File: config.mk
export PLATFORM = sky130hd
export DESIGN_NAME = key_input
export DESIGN_NICKNAME = d
export VERILOG_FILES = /design/src/rtl/key_input_pkg.sv /design/src/rtl/key_input_debounce_key.sv /design/src/rtl/key_input.sv
export SDC_FILE = /design/constraint.sdc
export NUM_CORES = 1
export LEC_CHECK = 0
export CAP_MARGIN = 20
export CORE_ASPECT_RATIO = 0.9
export CORE_UTILIZATION = 45
export CTS_CLUSTER_SIZE = 30
export DETAILED_ROUTE_END_ITERATION = 6
export GPL_ROUTABILITY_DRIVEN = 0
export PLACE_DENSITY = 0.63
export SLEW_MARGIN = 10
export SYNTH_ARGS = -nofsm -noshare
export SYNTH_HDL_FRONTEND = slang
export SYNTH_SLANG_ARGS = --single-unit
File: constraint.sdc
create_clock -name CLOCK_50 -period 2.5 [get_ports CLOCK_50]
set_input_delay 0.5 -clock CLOCK_50 [delete_from_list [all_inputs] [get_ports CLOCK_50]]
set_output_delay 0.5 -clock CLOCK_50 [all_outputs]
set_load 0.01 [all_outputs]
File: src/rtl/key_input_pkg.sv
// Shared definitions for the key input block and the predictor that consumes
// its samples.
package key_input_pkg;

  typedef enum logic [1:0] {
    IDLE = 2'b00,
    EMIT = 2'b01,
    LOCK = 2'b10
  } state_t;

  localparam logic [1:0] XIN_POS = 2'b01;
  localparam logic [1:0] XIN_NEG = 2'b11;

endpackage

File: src/rtl/key_input_debounce_key.sv
// One push button: two-flop synchroniser, stable-level debounce and a
// one-cycle press pulse on a debounced 1->0 transition.
module debounce_key #(
  parameter int unsigned DEBOUNCE_CYCLES = 500000,
  parameter int unsigned CNT_W           = 20
) (
  input  logic clk,
  input  logic rst_n,
  input  logic key,
  output logic stable,
  output logic press
);

  logic             sync1;
  logic             sync2;
  logic             stable_d;
  logic             armed;
  logic [1:0]       warm;
  logic [CNT_W-1:0] cnt;

  always_ff @(posedge clk) begin
    if (!rst_n) begin
      sync1    <= 1'b1;
      sync2    <= 1'b1;
      stable   <= 1'b1;
      stable_d <= 1'b1;
      cnt      <= '0;
      warm     <= '0;
      armed    <= 1'b0;
    end else begin
      sync1    <= key;
      sync2    <= sync1;
      stable_d <= stable;
      warm     <= {warm[0], 1'b1};
      // Only arm once the real key has been seen high, so a key held
      // through reset needs a release before it can press again.
      if (warm[1] && sync2 && stable)
        armed <= 1'b1;
      if (sync2 == stable) begin
        cnt <= '0;
      end else if (cnt == CNT_W'(DEBOUNCE_CYCLES - 1)) begin
        stable <= sync2;
        cnt    <= '0;
      end else begin
        cnt <= cnt + CNT_W'(1);
      end
    end
  end

  assign press = armed & stable_d & ~stable;

endmodule

File: src/rtl/key_input.sv
// Two debounced push buttons feeding a single +1/-1 sample to a busy-gated
// predictor, counting every press that cannot be accepted.
module key_input
  import key_input_pkg::*;
#(
  parameter int unsigned DEBOUNCE_CYCLES = 500000,
  parameter int unsigned CNT_W           = 20
) (
  input  logic              CLOCK_50,
  input  logic              rst_n,
  input  logic              key0,
  input  logic              key1,
  input  logic              busy,
  output logic signed [1:0] xin,
  output logic              sample_valid,
  output logic [7:0]        drop_cnt
);

  logic   stable0, stable1;
  logic   press0, press1;
  logic   accept, drop;
  state_t state, state_next;

  debounce_key #(.DEBOUNCE_CYCLES(DEBOUNCE_CYCLES), .CNT_W(CNT_W)) u_key0 (
    .clk    (CLOCK_50),
    .rst_n  (rst_n),
    .key    (key0),
    .stable (stable0),
    .press  (press0)
  );

  debounce_key #(.DEBOUNCE_CYCLES(DEBOUNCE_CYCLES), .CNT_W(CNT_W)) u_key1 (
    .clk    (CLOCK_50),
    .rst_n  (rst_n),
    .key    (key1),
    .stable (stable1),
    .press  (press1)
  );

  always_ff @(posedge CLOCK_50) begin
    if (!rst_n) begin
      state    <= IDLE;
      xin      <= XIN_POS;
      drop_cnt <= '0;
    end else begin
      state <= state_next;
      // key1 wins a simultaneous press
      if (accept)
        xin <= press1 ? XIN_NEG : XIN_POS;
      if (drop && drop_cnt != 8'hFF)
        drop_cnt <= drop_cnt + 8'd1;
    end
  end

  always_comb begin
    state_next   = state;
    accept       = 1'b0;
    sample_valid = 1'b0;
    case (state)
      IDLE: begin
        if (!busy && (press0 || press1)) begin
          accept     = 1'b1;
          state_next = EMIT;
        end
      end
      EMIT: begin
        sample_valid = 1'b1;
        state_next   = LOCK;
      end
      LOCK: begin
        if (stable0 && stable1 && !busy)
          state_next = IDLE;
      end
      default: state_next = IDLE;
    endcase
    drop = (press0 || press1) && !accept;
  end

endmodule

==> key figures, run 1 <==
Logic synthesis
  • Net Count, Synth: between 300 and 400
  • Post-synth design cell area: approximately 2700 um2
  • Synth warn: 0
  • Post-synth EDFFs: 0
  • Share of the synthesized area in the top cell type: 0.460
  • Seq cells post-synth: 63
  • Asr flop ratio synth: 0
  • Register area share after synthesis: 0.460
  • Top cells by area, synth: dfxtp_1 (46%), xor2_1 (5.8%), nor2_1 (5.1%), xnor2_1 (3.2%), nand4_1 (3.0%)
  • Synth Area per Inst: 9.13 um2
  • Top post-synthesis cells by count: dfxtp_1 (63), nor2_1 (37), xor2_1 (18), a21oi_1 (16), nand2_1 (16)
  • Mapped Cells: 300
  • Synth Flop Type: dfxtp_1
  • Cell taking the most area after synthesis: dfxtp_1
  • Most common cell in the synthesized netlist: dfxtp_1
  • Count of cell types in the netlist: 45

GRT
  • Pin count of the biggest net entering global routing: 21
  • Initial antenna violation count: 0
  • Total grt overflow: 0
  • First-pass GRT wire length: between 8 and 9 mm
  • Vias in the first global route: 1887
  • GRT Util Overall: 0.169

Critical path
  • Arr. time, crit path: around 2200 ps
  • Critical Path RT: 2730 ps
  • CP endpoint kind: flip-flop
  • Critical Path Start Type: flip-flop
  • CP Max Fanout: 20
  • Worst Setup Path Type: flip-flop to flip-flop

Clock network
  • Clock slew at reported path FFs: ~70 ps
  • CTS tree: done
  • CTS sink cnt: 63
  • Post-CTS Setup Repair Bufs: 0
  • Root Driver: clkbuf_8
  • Skew-Pair Late Insertion Delay: about 350 ps
  • Post-CTS sizing: 0
  • Clock Tree Buf Depth: 2
  • Htree depth: 3
  • Hold Buf Count CTS: 0
  • TritonCTS Buffers: 9

Pwr
  • Total power: between 1.5 and 2 mW
  • Lkg Pwr: a little over 1 nW
  • IR drop worst, VDD: 479 uV
  • PD cells: 621 nW/um2

Die
  • Ports: 16
  • Die area: ~6400 um2
  • Core area: between 5000 and 6000 um2
  • Effective utilization at floorplan: 0.476
  • Die width: 84.3 um
  • Die Y-Extent: about 76 um
  • FP Rows: 26

Final layout
  • Final nets: approximately 320
  • Layout Area Growth over Synthesis: 13.3%
  • Ant. Diodes: 0
  • Share of layout cells above drive strength 1: 0.0815
  • Fin util: 0.539
  • Filler instances: 514
  • Multi-input logic area: about 1400 um2
  • Register area: ~1300 um2

STA
  • Post-layout min period: slightly below 2000 ps
  • Worst Tran Pin Value: around 900 ps
  • Final Hold Vio Count: 0
  • Worst setup margin: around 530 ps
  • Fmax: about 500 MHz
  • Final setup fails: 0
  • Final Slew Violations: 0
  • Final Cycle Share: 0.786
  • RSZ-0062 raised after global routing: false
  • Skew final: around 8.4 ps
  • Setup TNS: 0 ps
  • Slew margin rel.: 0.401

Place
  • Hpwl dp: 3.33 mm
  • PortBufs: 14
  • Pre-CTS WS: 301 ps

Hold path
  • Min-delay worst type: flip-flop to flip-flop

Detailed routing
  • Vias: between 2000 and 2500
  • DRT Wirelength: approximately 4.9 mm
  • Metal3 WL: about 220 um
  • Highest Signal Layer: met4
  • Routed vias/inst: ~5.5
  • Antenna Violating Nets Remaining: 0
  • Met2 WL: ~2.1 mm
  • DRT iter0 DRCs: about 60
  • DRT Pass-1 Iters: 6
  • Wire length on met1: ~2.5 mm
  • DRC viols: 6
  • WL/cell: ~13 um

Status
  • Failing checks: design-rule violations
  • Outcome: finished with violations

Flow run
  • Max_cap viols: 0
## area by class of cell
| type | count | share of cell area |
|---|---|---|
| Clock buffer | 12 | 0.0500 |
| Clock inverter | 3 | 0.0137 |
| Inverter | 7 | 0.00846 |
| Multi-Input combinational cell | 217 | 0.441 |
| Sequential cell | 63 | 0.406 |
| Tap cell | 70 | 0.0282 |
| Timing Repair Buffer | 17 | 0.0524 |
## sequential cells by signal, indices dropped and copies added, names as in the netlist, 2 cells and up
| name | flops |
|---|---|
| u_key0.cnt | 20 |
| u_key1.cnt | 20 |
| state | 2 |
| drop_cnt | 8 |
## per-stage QoR
| stage | cell area (um2) | hold WS, ps | cells |
|---|---|---|---|
| finish | 3100 | 409 | 389 |
| global route | 3100 | 436 | 389 |
| CTS | 3100 | 416 | 389 |
| detailed placement | 2910 | 399 | 374 |
| global placement | 2910 | 389 | 374 |
| floorplan | 2740 | 386 | 300 |
## power breakdown
part / internal, mW / switching (mW)
clock: 0.508 / 0.372
sequential: 1.01 / 0.00408
combinational: 0.0140 / 0.0178
total: 1.53 / 0.394
## worst max-delay path: stages, from the launching register on
cell and delay [ps]:
dfxtp_1 350, or4_1 530, or3_1 440, o211ai_2 180, buf_4 260, nor2_1 80
## cells in the final DEF (no fill, tap or decap), drive strengths merged, types with 2 or more instances in the layout
cell           count
nand3             14
and3               2
or3                8
and3b              2
o21ai              9
o211ai             2
nor2              37
o31ai              8
o311ai             2
dfxtp             63
and4               6
clkdlybuf4s50     14
or4               10
xor2              18
nor3               6
xnor2             10
nor2b              2
a21oi             16
clkbuf            12
and2               2
ha                 3
buf                3
nand2             16
nand4             15
a31oi              2
nor4               6
inv                7
nand2b             7
## final timing paths
path	from	endpoint	slack, ps	cells after the start
worst max-delay path	u_key0.cnt[11]	u_key0.cnt[4]	530	5
worst min-delay path	u_key0.sync1	u_key0.sync2	410	1
worst max register to register	u_key0.cnt[11]	u_key0.cnt[4]	530	5
worst min register to register	u_key0.sync1	u_key0.sync2	410	1
## logic make-up after synthesis
family	Yosys count	synth area share
buffers and inverters	20	0.0402
other	1	0.00137
AND/OR/NAND/NOR	138	0.282
adder cells (fa/ha/maj)	3	0.0137
multiplexers	1	0.00365
XOR/XNOR	28	0.0895
flip-flops	63	0.460
AO/OA/AOI/OAI	46	0.109
## metal layers
metal	up-vias	track usage
li1	1115	-
met1	1006	0.219
met2	27	0.246
met3	5	0.0845
met4	0	0.0517
met5	-	0
Power figures use the tool's default switching activity.
==> run 2: changes to the inputs <==
- clock period: 2.5 -> 1.9 ns (I/O delays scaled with it)
==> key figures, run 2 (synthesis gave the netlist of run 1 again) <==
Final layout
  • Fin area: 3300 um2 (+6.4%)
  • Share of layout cells above drive strength 1: 0.150 (+0.0688)
  • Largest registers: u_key0.cnt: 20 flops, u_key1.cnt: 20 flops, drop_cnt: 8 flops
  • Layout Area Growth over Synthesis: 20.6%
  • Filler instances: 528 (+2.7%)
  • Fin util: 0.574 (+0.0348)
  • Final nets: 349 (+8.0%)
  • Multi-input logic area: 1370 um2 (unchanged)
  • Most common cell after layout, fill and taps aside: dfxtp_1
  • Register area: 1260 um2 (unchanged)
  • Ant. Diodes: 0 (unchanged)
  • Most frequent cells in the layout: dfxtp_1 (63), nor2_1 (37), buf_4 (28), xor2_1 (18)

Die
  • Core area: 5760 um2 (unchanged)
  • Effective utilization at floorplan: 0.476 (unchanged)
  • Ports: 16 (unchanged)
  • FP Rows: 26 (unchanged)
  • Die Y-Extent: 76.0 um (unchanged)
  • Die area: 6410 um2 (unchanged)
  • Die width: 84.3 um (unchanged)

STA
  • Final setup fails: 0 (unchanged)
  • Final Slew Violations: 0 (unchanged)
  • Final Cycle Share: 0.974 (+0.188)
  • Fmax: 540 MHz (+6.2%)
  • Skew final: 10.1 ps (+1.71 ps)
  • Final Hold Vio Count: 0 (unchanged)
  • Hold WS: 408 ps (-0.906 ps)
  • Post-layout min period: 1850 ps (-114 ps)
  • RSZ-0062 raised after global routing: true

Flow run
  • Max_cap viols: 0 (unchanged)

Status
  • Outcome: finished with violations
  • Failing checks: design-rule violations

Clock network
  • CTS tree: done
  • Clock slew at reported path FFs: 60 ps (about the same)
  • Skew-Pair Late Insertion Delay: 340 ps (about the same)
  • Post-CTS Setup Repair Bufs: 0 (unchanged)
  • Root Driver: clkbuf_8
  • CTS sink cnt: 63 (unchanged)
  • Hold Buf Count CTS: 0 (unchanged)
  • Clock Tree Buf Depth: 2 (unchanged)
  • TritonCTS Buffers: 9 (unchanged)
  • Htree depth: 3 (unchanged)

Pwr
  • P_int: 1.99 mW (+30%)
  • Sw frac: 0.207 (+0.00228)
  • Clock network power share: 0.448 (-0.009)
  • Combinational Power Share: 0.019 (+0.003)
  • Psw: 0.519 mW (+32%)
  • IR drop worst, VDD: 548 uV (+14%)
  • PD cells: 760 nW/um2 (+22%)
  • Reg power frac: 0.532 (+0.005)
  • Lkg Pwr: 1.15 nW (+14%)
  • Total power: 2.51 mW (+30%)

Critical path
  • CP endpoint kind: flip-flop
  • Critical Path RT: 2120 ps (-610 ps)
  • Arr. time, crit path: 2070 ps (-120 ps)
  • CP Max Fanout: 10 (-50%)
  • Worst Setup SP: u_key0.cnt[11]
  • Worst Setup Path Type: flip-flop to flip-flop
  • Critical Path Start Type: flip-flop
  • Worst reg2reg startpoint: u_key0.cnt[11]

GRT
  • GRT Util Overall: 0.174 (+0.00522)
  • Total grt overflow: 0 (unchanged)
  • Vias in the first global route: 2033 (+7.7%)
  • First-pass GRT wire length: 8.95 mm (+5.2%)
  • Initial antenna violation count: 0 (unchanged)
  • Pin count of the biggest net entering global routing: 21 (unchanged)

Hold path
  • Hold Path Origin: u_key1.sync1
  • Min-delay worst type: flip-flop to flip-flop

Detailed routing
  • DRT Pass-1 Iters: 7 (+1)
  • Routed vias/inst: 5.34 (-3.5%)
  • DRT Wirelength: 5.14 mm (+4.0%)
  • Antenna Violating Nets Remaining: 0 (unchanged)
  • DRC viols: 6 (unchanged)
  • WL/cell: 12.4 um (-2.7%)
  • Vias: 2222 (+3.2%)
  • DRT iter0 DRCs: 104 (+76%)

Place
  • PortBufs: 14 (unchanged)
  • Hpwl dp: 3.59 mm (+7.9%)
  • Placed cell areas: 3110 um2 (+7.1%)
## run 2: cell count changes in the layout (fill, tap and decap cells not counted), sizes merged
| cell | change |
|---|---|
| buf | +26 |
| clkinv | +2 |
| clkinvlp | -1 |
## run 2: path summary, 6_finish.rpt
| path | end | slack, ps | cells after the start |
|---|---|---|---|
| max | u_key0.cnt[12] | 50 | 5 |
| min | u_key1.sync2 | 410 | 1 |
| max reg2reg | u_key0.cnt[12] | 50 | 5 |
| min reg2reg | u_key1.sync2 | 410 | 1 |
## run 2: per-layer routing
metal,track usage,routed length (um),up-vias
met1,0.233,2650,1016
met5,0,0,-
met4,0.0724,73,0
met3,0.0607,236,8
li1,-,-,1163
met2,0.256,2180,35
## run 2: area by class of cell
type,count,share of cell area
clock buffer,12,0.0439
multi-input combinational,217,0.414
tap,70,0.0265
inverter,7,0.00795
clock inverter,4,0.0136
timing repair buffer,43,0.112
sequential,63,0.382
## run 2: critical path: stages (launching register included)
cell,delay (ps)
dfxtp_1,310
or4_1,530
or3_1,440
o211ai_2,210
buf_4,200
nor2_1,60
## run 2: stage by stage
| step | setup TNS (ps) | setup slack (ps) | instances |
|---|---|---|---|
| floorplan | 0 | 131 | 300 |
| global placement | -131 | -59.4 | 400 |
| detailed placement | -207 | -72.0 | 400 |
| finish | 0 | 49.1 | 416 |
| global route | -182 | -24.5 | 416 |
| CTS | 0 | 41.7 | 416 |
## run 2: power groups by stage
stage | Clock (mW) | Combinational, mW | Sequential [mW]
6_report | 1.13 | 0.0487 | 1.34
5_1_grt | 1.22 | 0.0545 | 1.34
4_1_cts | 1.17 | 0.0495 | 1.34
3_5_place_dp | 0 | 0.0491 | 1.37
3_3_place_gp | 0 | 0.0486 | 1.37
2_1_floorplan | 0 | 0.0294 | 1.36
## run 2: timing repair
item / CTS / global route
setup endpoints to repair: 0 / 17
endpoints found under the hold margin: 0 / 0
resized for setup: 0 / 0
==> run 3: changes to the inputs <==
- TNS_END_PERCENT: default -> 100
==> results of run 3 <==
Same layout as run 2: the final DEF is identical, and so are final timing and power.
